===== src/rtl/regfile_scoreboard.sv =====
// ============================================================================
// regfile_scoreboard
// ----------------------------------------------------------------------------
// Purpose:
//   DEPTH = 2**ADDR_W entry register file with two asynchronous read ports,
//   one write port, and a per-register scoreboard "busy" bit. An issue marks
//   a destination register busy and a later write-back clears it. A
//   sequential clear engine walks every register, one per cycle, zeroing
//   both data and busy bits.
//
// Parameters:
//   DATA_W   - register width in bits
//   ADDR_W   - register select width (DEPTH = 2**ADDR_W)
//   ZERO_REG - 1: register 0 reads as zero, is never busy, and ignores
//              writes and issues
//   BYPASS   - 1: a write in progress is forwarded to a read of the same
//              register in the same cycle
//
// Ports:
//   i_clk                      clock, all state updates on the rising edge
//   i_rst_n                    asynchronous active-low reset
//   i_rd_addr1 / i_rd_addr2    read port register selects
//   o_rd_data1 / o_rd_data2    read data (combinational)
//   o_rd_busy1 / o_rd_busy2    busy bit of the selected register (combinational)
//   i_wr_en, i_wr_addr,
//   i_wr_data                  write port; a write also clears the busy bit
//   i_issue_en, i_issue_addr   mark a register busy
//   i_clr_req                  start the clear sequence
//   o_clr_busy                 high while the clear sequence runs
//   o_clr_done                 one-cycle pulse when the clear sequence ends
// ============================================================================
module regfile_scoreboard #(
    parameter int DATA_W   = 32,
    parameter int ADDR_W   = 5,
    parameter int ZERO_REG = 1,
    parameter int BYPASS   = 1
) (
    input  logic              i_clk,
    input  logic              i_rst_n,
    input  logic [ADDR_W-1:0] i_rd_addr1,
    input  logic [ADDR_W-1:0] i_rd_addr2,
    output logic [DATA_W-1:0] o_rd_data1,
    output logic [DATA_W-1:0] o_rd_data2,
    output logic              o_rd_busy1,
    output logic              o_rd_busy2,
    input  logic              i_wr_en,
    input  logic [ADDR_W-1:0] i_wr_addr,
    input  logic [DATA_W-1:0] i_wr_data,
    input  logic              i_issue_en,
    input  logic [ADDR_W-1:0] i_issue_addr,
    input  logic              i_clr_req,
    output logic              o_clr_busy,
    output logic              o_clr_done
);

    localparam int DEPTH = 2 ** ADDR_W;
    localparam bit ZR    = (ZERO_REG != 0);
    localparam bit BYP   = (BYPASS != 0);
    localparam logic [ADDR_W-1:0] LAST_IDX = ADDR_W'(DEPTH - 1);

    typedef enum logic [1:0] {
        S_IDLE  = 2'd0,
        S_CLEAR = 2'd1,
        S_DONE  = 2'd2
    } state_t;

    state_t            r_state;
    state_t            w_state_next;
    logic [ADDR_W-1:0] r_idx;

    logic [DATA_W-1:0] r_mem [DEPTH];
    logic [DEPTH-1:0]  r_busy;

    logic              w_idle;
    logic              w_wr_ok;
    logic              w_iss_ok;
    logic [DEPTH-1:0]  w_wr_sel;
    logic [DEPTH-1:0]  w_iss_sel;
    logic [DEPTH-1:0]  w_clr_sel;

    // ------------------------------------------------------------------------
    // Command qualification. Everything user-driven is frozen while the clear
    // engine owns the array; the hardwired zero register swallows writes and
    // issues so it can never become nonzero or busy.
    // ------------------------------------------------------------------------
    assign w_idle   = (r_state == S_IDLE);
    assign w_wr_ok  = i_wr_en    && w_idle && !(ZR && (i_wr_addr    == '0));
    assign w_iss_ok = i_issue_en && w_idle && !(ZR && (i_issue_addr == '0));

    // Per-register one-hot selects for write, issue and clear.
    generate
        for (genvar gi = 0; gi < DEPTH; gi++) begin : g_sel
            assign w_wr_sel[gi]  = w_wr_ok  && (i_wr_addr    == ADDR_W'(gi));
            assign w_iss_sel[gi] = w_iss_ok && (i_issue_addr == ADDR_W'(gi));
            assign w_clr_sel[gi] = (r_state == S_CLEAR) && (r_idx == ADDR_W'(gi));
        end
    endgenerate

    // ------------------------------------------------------------------------
    // Register array and scoreboard. Reset must clear every entry at once,
    // so storage is flops rather than a RAM macro.
    // When a write and an issue hit the same register, the issue sets the
    // busy bit: the new producer is already in flight.
    // ------------------------------------------------------------------------
    always_ff @(posedge i_clk or negedge i_rst_n) begin
        if (!i_rst_n) begin
            for (int i = 0; i < DEPTH; i++) begin
                r_mem[i] <= '0;
            end
            r_busy <= '0;
        end else begin
            for (int i = 0; i < DEPTH; i++) begin
                if (w_clr_sel[i]) begin
                    r_mem[i]  <= '0;
                    r_busy[i] <= 1'b0;
                end else begin
                    if (w_wr_sel[i]) begin
                        r_mem[i] <= i_wr_data;
                    end
                    if (w_iss_sel[i]) begin
                        r_busy[i] <= 1'b1;
                    end else if (w_wr_sel[i]) begin
                        r_busy[i] <= 1'b0;
                    end
                end
            end
        end
    end

    // ------------------------------------------------------------------------
    // Clear FSM: state register
    // ------------------------------------------------------------------------
    always_ff @(posedge i_clk or negedge i_rst_n) begin
        if (!i_rst_n) begin
            r_state <= S_IDLE;
        end else begin
            r_state <= w_state_next;
        end
    end

    // Clear FSM: next-state logic
    always_comb begin
        w_state_next = r_state;
        case (r_state)
            S_IDLE:  if (i_clr_req) w_state_next = S_CLEAR;
            S_CLEAR: if (r_idx == LAST_IDX) w_state_next = S_DONE;
            S_DONE:  w_state_next = S_IDLE;
            default: w_state_next = S_IDLE;
        endcase
    end

    // Clear FSM: outputs
    always_comb begin
        o_clr_busy = 1'b0;
        o_clr_done = 1'b0;
        case (r_state)
            S_CLEAR: o_clr_busy = 1'b1;
            S_DONE: begin
                o_clr_busy = 1'b1;
                o_clr_done = 1'b1;
            end
            default: ;
        endcase
    end

    // Walk index: restarts at 0 outside CLEAR and returns to 0 after the last
    // entry instead of rolling over into a second pass.
    always_ff @(posedge i_clk or negedge i_rst_n) begin
        if (!i_rst_n) begin
            r_idx <= '0;
        end else if (r_state == S_CLEAR) begin
            r_idx <= (r_idx == LAST_IDX) ? '0 : r_idx + 1'b1;
        end else begin
            r_idx <= '0;
        end
    end

    // ------------------------------------------------------------------------
    // Read ports. Forwarding is gated with the reset input so that outputs
    // stay at zero while reset is held even if a write is presented.
    // When a forwarded write collides with an issue to the same register,
    // the forwarded busy bit reflects the value it will take after the edge.
    // ------------------------------------------------------------------------
    logic [1:0][ADDR_W-1:0] w_rd_addr;
    logic [1:0][DATA_W-1:0] w_rd_data;
    logic [1:0]             w_rd_busy;
    logic [1:0]             w_rd_zero;
    logic [1:0]             w_fwd;

    assign w_rd_addr[0] = i_rd_addr1;
    assign w_rd_addr[1] = i_rd_addr2;

    generate
        for (genvar gi = 0; gi < 2; gi++) begin : g_rd
            assign w_rd_zero[gi] = ZR && (w_rd_addr[gi] == '0);
            assign w_fwd[gi]     = BYP && i_rst_n && w_wr_ok &&
                                   (i_wr_addr == w_rd_addr[gi]);
            assign w_rd_data[gi] = w_rd_zero[gi] ? '0 :
                                   w_fwd[gi]     ? i_wr_data :
                                                   r_mem[w_rd_addr[gi]];
            assign w_rd_busy[gi] = w_rd_zero[gi] ? 1'b0 :
                                   w_fwd[gi]     ? (w_iss_ok && (i_issue_addr == w_rd_addr[gi])) :
                                                   r_busy[w_rd_addr[gi]];
        end
    endgenerate

    assign o_rd_data1 = w_rd_data[0];
    assign o_rd_data2 = w_rd_data[1];
    assign o_rd_busy1 = w_rd_busy[0];
    assign o_rd_busy2 = w_rd_busy[1];

endmodule


===== config.mk =====
export PLATFORM = sky130hd
export DESIGN_NAME = regfile_scoreboard
export DESIGN_NICKNAME = d
export VERILOG_FILES = /design/src/rtl/regfile_scoreboard.sv
export SDC_FILE = /design/constraint.sdc
export NUM_CORES = 2
export LEC_CHECK = 0
export CAP_MARGIN = 20
export CORE_AREA = 2 2 355 357
export CTS_CLUSTER_DIAMETER = 80
export DETAILED_ROUTE_END_ITERATION = 8
export DIE_AREA = 0 0 357 359
export PLACE_DENSITY_LB_ADDON = 0.1
export SLEW_MARGIN = 20
export SYNTH_ARGS = -nofsm -noshare
export SYNTH_HDL_FRONTEND = slang
export SYNTH_SLANG_ARGS = --single-unit

===== constraint.sdc =====
create_clock -name i_clk -period 3.8 [get_ports i_clk]
set_input_delay 1.14 -clock i_clk [delete_from_list [all_inputs] [get_ports i_clk]]
set_output_delay 1.14 -clock i_clk [all_outputs]
set_load 0.02 [all_outputs]

# After elaboration in Yosys (flattened, before gate mapping)
# Index checks and enable logic that the tools add are counted.
# word_totals
regBits,1063
latch_bits,0
ramBits,0
rom_bits,0
input_bits,57
out_inout_bits,68
word_cells,538
mem_count,0
# classes
n_addsub,1
n_mul,0
n_div,0
magnitude_cmp,4
n_eq_ne,101
shifts,0
muxes,185
bitwise_logic,2
n_reduce_logical,179
# ops
op,count
2-to-1 mux 32 bit,72
binary-select mux 32 bit (select 5 bit),2
equality test 5 bit (second input constant),48
equality test 5 x 4 -> 1 bit (second input constant),24
logical AND 1 bit,105
2-to-1 mux 1 bit,104
nonzero test 3 bit,32
nonzero test 2 bit,32
equality test 5 x 3 -> 1 bit (second input constant),12
equality test 5 x 2 -> 1 bit (second input constant),6
logical NOT 5 bit,5
equality test 5 bit,4
equality test 5 x 1 -> 1 bit (second input constant),3
>= comparator 6 bit (second input constant),2
< comparator 5 x 6 -> 1 bit (second input constant),2
NOT 5 -> 6 bit,2
binary-select mux 1 bit (select 5 bit),2
2-to-1 mux 5 bit,2
adder 5 x 1 -> 5 bit (second input constant),1
2-to-1 mux 2 bit,2
one-hot mux 2 bit (2 select lines),1
equality test 2 x 1 -> 1 bit (second input constant),1
equality test 2 bit (second input constant),1
logical NOT 1 bit,2
other kinds (5),5

# Depth between registers and ports, before layout
# logic_depth
ltp_word,7
mapped_depth,10
depth_no_buf,7

# Worst setup path before layout
# OpenSTA, ideal clock, no wires.
# synth_timing
path_type,input to output
from,input i_wr_addr[1]
to,output o_rd_busy2
arrival_time_ns,3.056
t_required_ns,2.660
path_slack_ns,-0.396
path_stages,7
n_path_buf,2
path_cell_list,buf_4 or2_4 buf_8 o2111ai_4 or4_4 or4_1 a21oi_1
# synth_between
elab_chain_len,7
word_cells_on_any_way,8
classes_between,eq/ne (1); mux (2); reduce/logical (5)
# synth_lines
item,line_no,text
from (decl),47,"input logic [ADDR_W-1:0] i_wr_addr,"
logical NOT 5 bit,87,assign w_wr_ok = i_wr_en && w_idle && !(ZR && (i_wr_addr == '0));
logical NOT 1 bit,87,
logical AND 1 bit,87,
logical AND 1 bit,196,assign w_fwd[gi] = BYP && i_rst_n && w_wr_ok &&
logical AND 1 bit (*),196,
2-to-1 mux 1 bit (*),202,w_fwd[gi] ? (w_iss_ok && (i_issue_addr == w_rd_addr[gi])) :
2-to-1 mux 1 bit (*),201,assign w_rd_busy[gi] = w_rd_zero[gi] ? 1'b0 :
to (decl),45,"output logic o_rd_busy2,"
# Mark *: on every way between the ends. The rest lies on a longest branch, timed or not.

# Worst setup path after layout
# layout_timing
from,input i_rd_addr1[4]
to,output o_rd_data1[15]
# layout_between
elab_chain_len,6
word_cells_on_any_way,9
classes_between,eq/ne (1); mux (5); bitwise (1); reduce/logical (2)
# layout_lines
item,line_no,text
from (decl),40,"input logic [ADDR_W-1:0] i_rd_addr1,"
NOT 5 -> 6 bit (not written as such),200,r_mem[w_rd_addr[gi]];
binary-select mux 32 bit (select 5 bit),200,
2-to-1 mux 32 bit (not written as such) (2 in series),200,
2-to-1 mux 32 bit,199,w_fwd[gi] ? i_wr_data :
2-to-1 mux 32 bit (*),198,assign w_rd_data[gi] = w_rd_zero[gi] ? '0 :
to (decl),42,"output logic [DATA_W-1:0] o_rd_data1,"
# Mark *: on every way between the ends. The rest lies on a longest branch, timed or not. The select of a mux whose other input is x is not followed.

==> Implementation_results.wiki <==
{| class="wikitable"
! Metric !! Value
|-
| Routed via count || between 50,000 and 60,000
|-
| Reported max-cap violation count || 0
|-
| Count of mapped cells out of synthesis || 6,290
|-
| Number of ports placed on the die boundary || between 100 and 150
|-
| Async set-reset flop share out of synthesis || 1.00
|-
| Final WL || 277,000 um
|-
| Number of fill cells in the layout || slightly above 10,000
|-
| Final hold vios || 0
|-
| Finished Core Util || 0.632
|-
| Most common cell in the netlist || sky130_fd_sc_hd__nand2_1
|-
| Final setup margin || -0.715 ns
|-
| Fin nets || just under 7,000
|-
| Run status || finished with violations
|-
| Pre-CTS setup slack || -1.57 ns
|-
| Worst vdd ir || 0.559 mV
|-
| HPWL after detailed placement || around 170,000 um
|-
| Class of the worst hold path || flip-flop to flip-flop
|-
| Number of design-rule violations left by the first detailed-router iteration || 8,319
|-
| Total negative slack for setup checks || -34.10 ns
|-
| Upper clock frequency limit || between 200 and 250 MHz
|-
| Total power density per cell area || between 400 and 500 nW/um2
|-
| Max stage delay on crit path || 0.68 ns
|-
| Flop and latch count out of synthesis || 1,063
|-
| Worst Hold End || r_mem[998]
|-
| Distinct cell type count after synthesis || 56
|-
| Relative slew slack || 0.270
|-
| Area of the placeable core || 125,000 um2
|-
| Reg2Reg Depth || 6
|-
| Sink Count || 1,063
|-
| IO buf count || 124
|-
| Library cell appearing most often on the critical path || sky130_fd_sc_hd__buf_4
|-
| Average footprint of a synthesized cell || between 9 and 10 um2
|-
| GRT overflow || 0
|-
| Leakage power || 33.1 nW
|-
| Beginning of the worst register-to-register path || r_idx[0]
|-
| Most common flop cell mapped by yosys || sky130_fd_sc_hd__dfrtp_1
|-
| RSZ-0062 raised after global routing || yes
|-
| Die height || 359 um
|-
| First-pass iteration count of the detailed router || 6
|-
| Category of the critical setup timing path || input port to primary output
|-
| Clk root buf || sky130_fd_sc_hd__clkbuf_16
|-
| Worst R2R Setup Slack || 0.92 ns
|-
| Global-route wire length before repair || 396,000 um
|-
| Data arrival time of the worst path || 3.37 ns
|-
| CTS H-tree depth || 4
|-
| Starting density of the core || 0.477
|-
| Crit path required time || 2.66 ns
|-
| Buffer and inverter count on the worst path || 5
|-
| Critical path peak fanout || 12
|-
| Share of Yosys cell area claimed by the top area cell type || 0.448
|-
| Minimum clock period after layout || 4.51 ns
|-
| Proportion of synthesized chip area in sequential cells || 0.448
|-
| Share of the clock period used by the worst path || 1.19
|-
| Leading post-synthesis cells by cell area || sky130_fd_sc_hd__dfrtp_1 45%, sky130_fd_sc_hd__mux4_2 15%, sky130_fd_sc_hd__nand2_1 12%, sky130_fd_sc_hd__a21oi_1 8.3%, sky130_fd_sc_hd__clkbuf_1 3.2%
|-
| Min-Delay Path Depth || 1
|-
| Setup crit start kind || input port
|-
| Latest clock arrival within the worst-skew pair || roughly 0.80 ns
|-
| RR Endpoint || r_mem[168]
|-
| Number of buffers created by CTS || 130
|-
| Total power of the final layout || 0.0336 W
|-
| Worst-path cell with the longest stage delay || sky130_fd_sc_hd__nor4_4
|-
| Number of antenna violations at the first check in global routing || 6
|-
| Chip width || ~360 um
|-
| DIE AREA || 128,000 um2
|-
| Diode count || 0
|-
| Nets in the synthesized netlist || 6,357
|-
| Critical-path cell list || buf_6 -> buf_4 -> nand2_2 -> buf_8 -> buf_4 -> nor2_2 -> nor4_4 -> nor3_4 -> nor3_2 -> buf_4
|-
| Vias per cell || roughly 6.8
|-
| Number of buffers between clock root and the deepest sink || 3
|-
| Post-Route Skew || 0.0292 ns
|-
| Element type at the critical path end || primary output
|-
| RePlAce Congestion || slightly above 1
|-
| Synth Cell Area || a little under 60,000 um2
|-
| Fraction of layout instances using a drive strength above 1 || 0.323
|-
| CTS Hold Bufs || 0
|-
| Count of synthesis-stage warnings from yosys || 0
|-
| Global-route usage over all layers || 0.428
|-
| HP Start || r_mem[998]
|-
| Placement Rows || 130
|-
| Count of final max-slew check failures || 0
|-
| Count of antenna-violating nets left after detailed routing || 0
|-
| Count of final setup violators || 66
|-
| Actual transition at the worst max-transition pin || 1.10 ns
|-
| Top cells by instance count after synthesis || 1,909 x sky130_fd_sc_hd__nand2_1, 1,063 x sky130_fd_sc_hd__dfrtp_1, 988 x sky130_fd_sc_hd__a21oi_1
|-
| Cell type group with the largest total delay on the critical path || simple AND/OR/NAND/NOR gates
|-
| Average wire per cell in the routed design || 32.7 um
|-
| Syn-to-layout area delta || 32.5%
|-
| Clock tree from TritonCTS || done
|-
| Largest net degree at the start of global routing || 167
|-
| Cell type with the highest aggregate area in the netlist || sky130_fd_sc_hd__dfrtp_1
|-
| Vias in the first global route || 55,958
|-
| Clk pin slew, worst setup/hold paths || 0.06 ns
|-
| Count of flip-flops with a built-in enable after synthesis || 0
|-
| DRC || 0
|-
| Failing checks || setup timing
|}
-- repair_timing --
item                       in CTS  in global routing
gates resized for setup       962                267
cloned                         20                  9
pin swaps                     136                137
setup buffers                 142                 80
setup endpoints to repair      66                 66
-- through the flow --
stage	instances	area [um2]	hold slack [ns]
floorplan	6290	60500	0.467
global placement	8039	67900	0.482
detailed placement	8039	67900	0.493
CTS	8402	76900	0.511
global route	8456	78700	0.529
finish	8456	78700	0.513
-- cell type report --
| type | count | area (um2) | share of cell area |
|---|---|---|---|
| multi-input combinational | 4555 | 34400 | 0.437 |
| sequential | 1063 | 26600 | 0.338 |
| inverter | 10 | 37.5 | 0.000477 |
| clock inverter | 41 | 500 | 0.00636 |
| timing repair buffer | 950 | 11200 | 0.143 |
| tap | 1650 | 2060 | 0.0262 |
| clock buffer | 187 | 3850 | 0.0488 |
-- state kept, by name, summed over array words and instances, names as in the netlist --
register,flops
r_idx,5
r_busy,32
r_state,2
r_mem,1024
-- layout by cell type (no fill, tap or decap), types with 53 or more instances in the layout --
cell type / synthesis / layout
sky130_fd_sc_hd__a22o_1: 64 / 64
sky130_fd_sc_hd__nand2_1: 1909 / 1877
sky130_fd_sc_hd__buf_12: 0 / 184
sky130_fd_sc_hd__nor2_4: 0 / 77
sky130_fd_sc_hd__nor2_1: 261 / 147
sky130_fd_sc_hd__mux2_2: 126 / 124
sky130_fd_sc_hd__mux4_2: 403 / 403
sky130_fd_sc_hd__mux2i_1: 152 / 137
sky130_fd_sc_hd__dfrtp_1: 1063 / 1063
sky130_fd_sc_hd__nor3_4: 0 / 66
sky130_fd_sc_hd__a21oi_1: 988 / 935
sky130_fd_sc_hd__buf_6: 0 / 124
sky130_fd_sc_hd__nor3_2: 0 / 53
sky130_fd_sc_hd__buf_4: 15 / 500
sky130_fd_sc_hd__clkbuf_16: 0 / 146
-- logic make-up after synthesis --
| kind of cell | Yosys count | share of synthesized area |
|---|---|---|
| xor+xnor | 22 | 0.00324 |
| flops | 1063 | 0.448 |
| simple gates | 2452 | 0.164 |
| fa+ha+maj | 10 | 0.00210 |
| buf+inv | 672 | 0.0454 |
| mux | 681 | 0.202 |
| compound gates | 1390 | 0.135 |
-- layer usage --
layer / part of all wire / global-route usage / vias up
met4: 0.067 / 0.244 / 6
met5: 0.00014 / 0 / -
met2: 0.44 / 0.630 / 4471
met1: 0.36 / 0.552 / 28747
met3: 0.14 / 0.145 / 1176
li1: - / - / 22927
-- power by group --
| part | leakage (nW) | switching, W | internal (W) |
|---|---|---|---|
| registers | 14.6 | 0.000889 | 0.0124 |
| logic | 16.4 | 0.00404 | 0.00335 |
| clock network | 2.12 | 0.00525 | 0.00770 |
-- worst max path at each step --
stage | from | to | slack, ns | cells past startpoint
after floorplan | i_wr_addr[1] | o_rd_busy2 | -0.09 | 7
after global placement | i_rd_addr2[4] | o_rd_data2[0] | -1.58 | 11
after detailed placement | i_rd_addr2[4] | o_rd_data2[0] | -1.57 | 11
after CTS | i_rd_addr2[0] | o_rd_data2[0] | -0.65 | 9
after global routing | i_rd_addr1[0] | o_rd_data1[15] | -0.65 | 11
final | i_rd_addr1[4] | o_rd_data1[15] | -0.71 | 10
No activity file was read; power rests on OpenSTA's default activity.
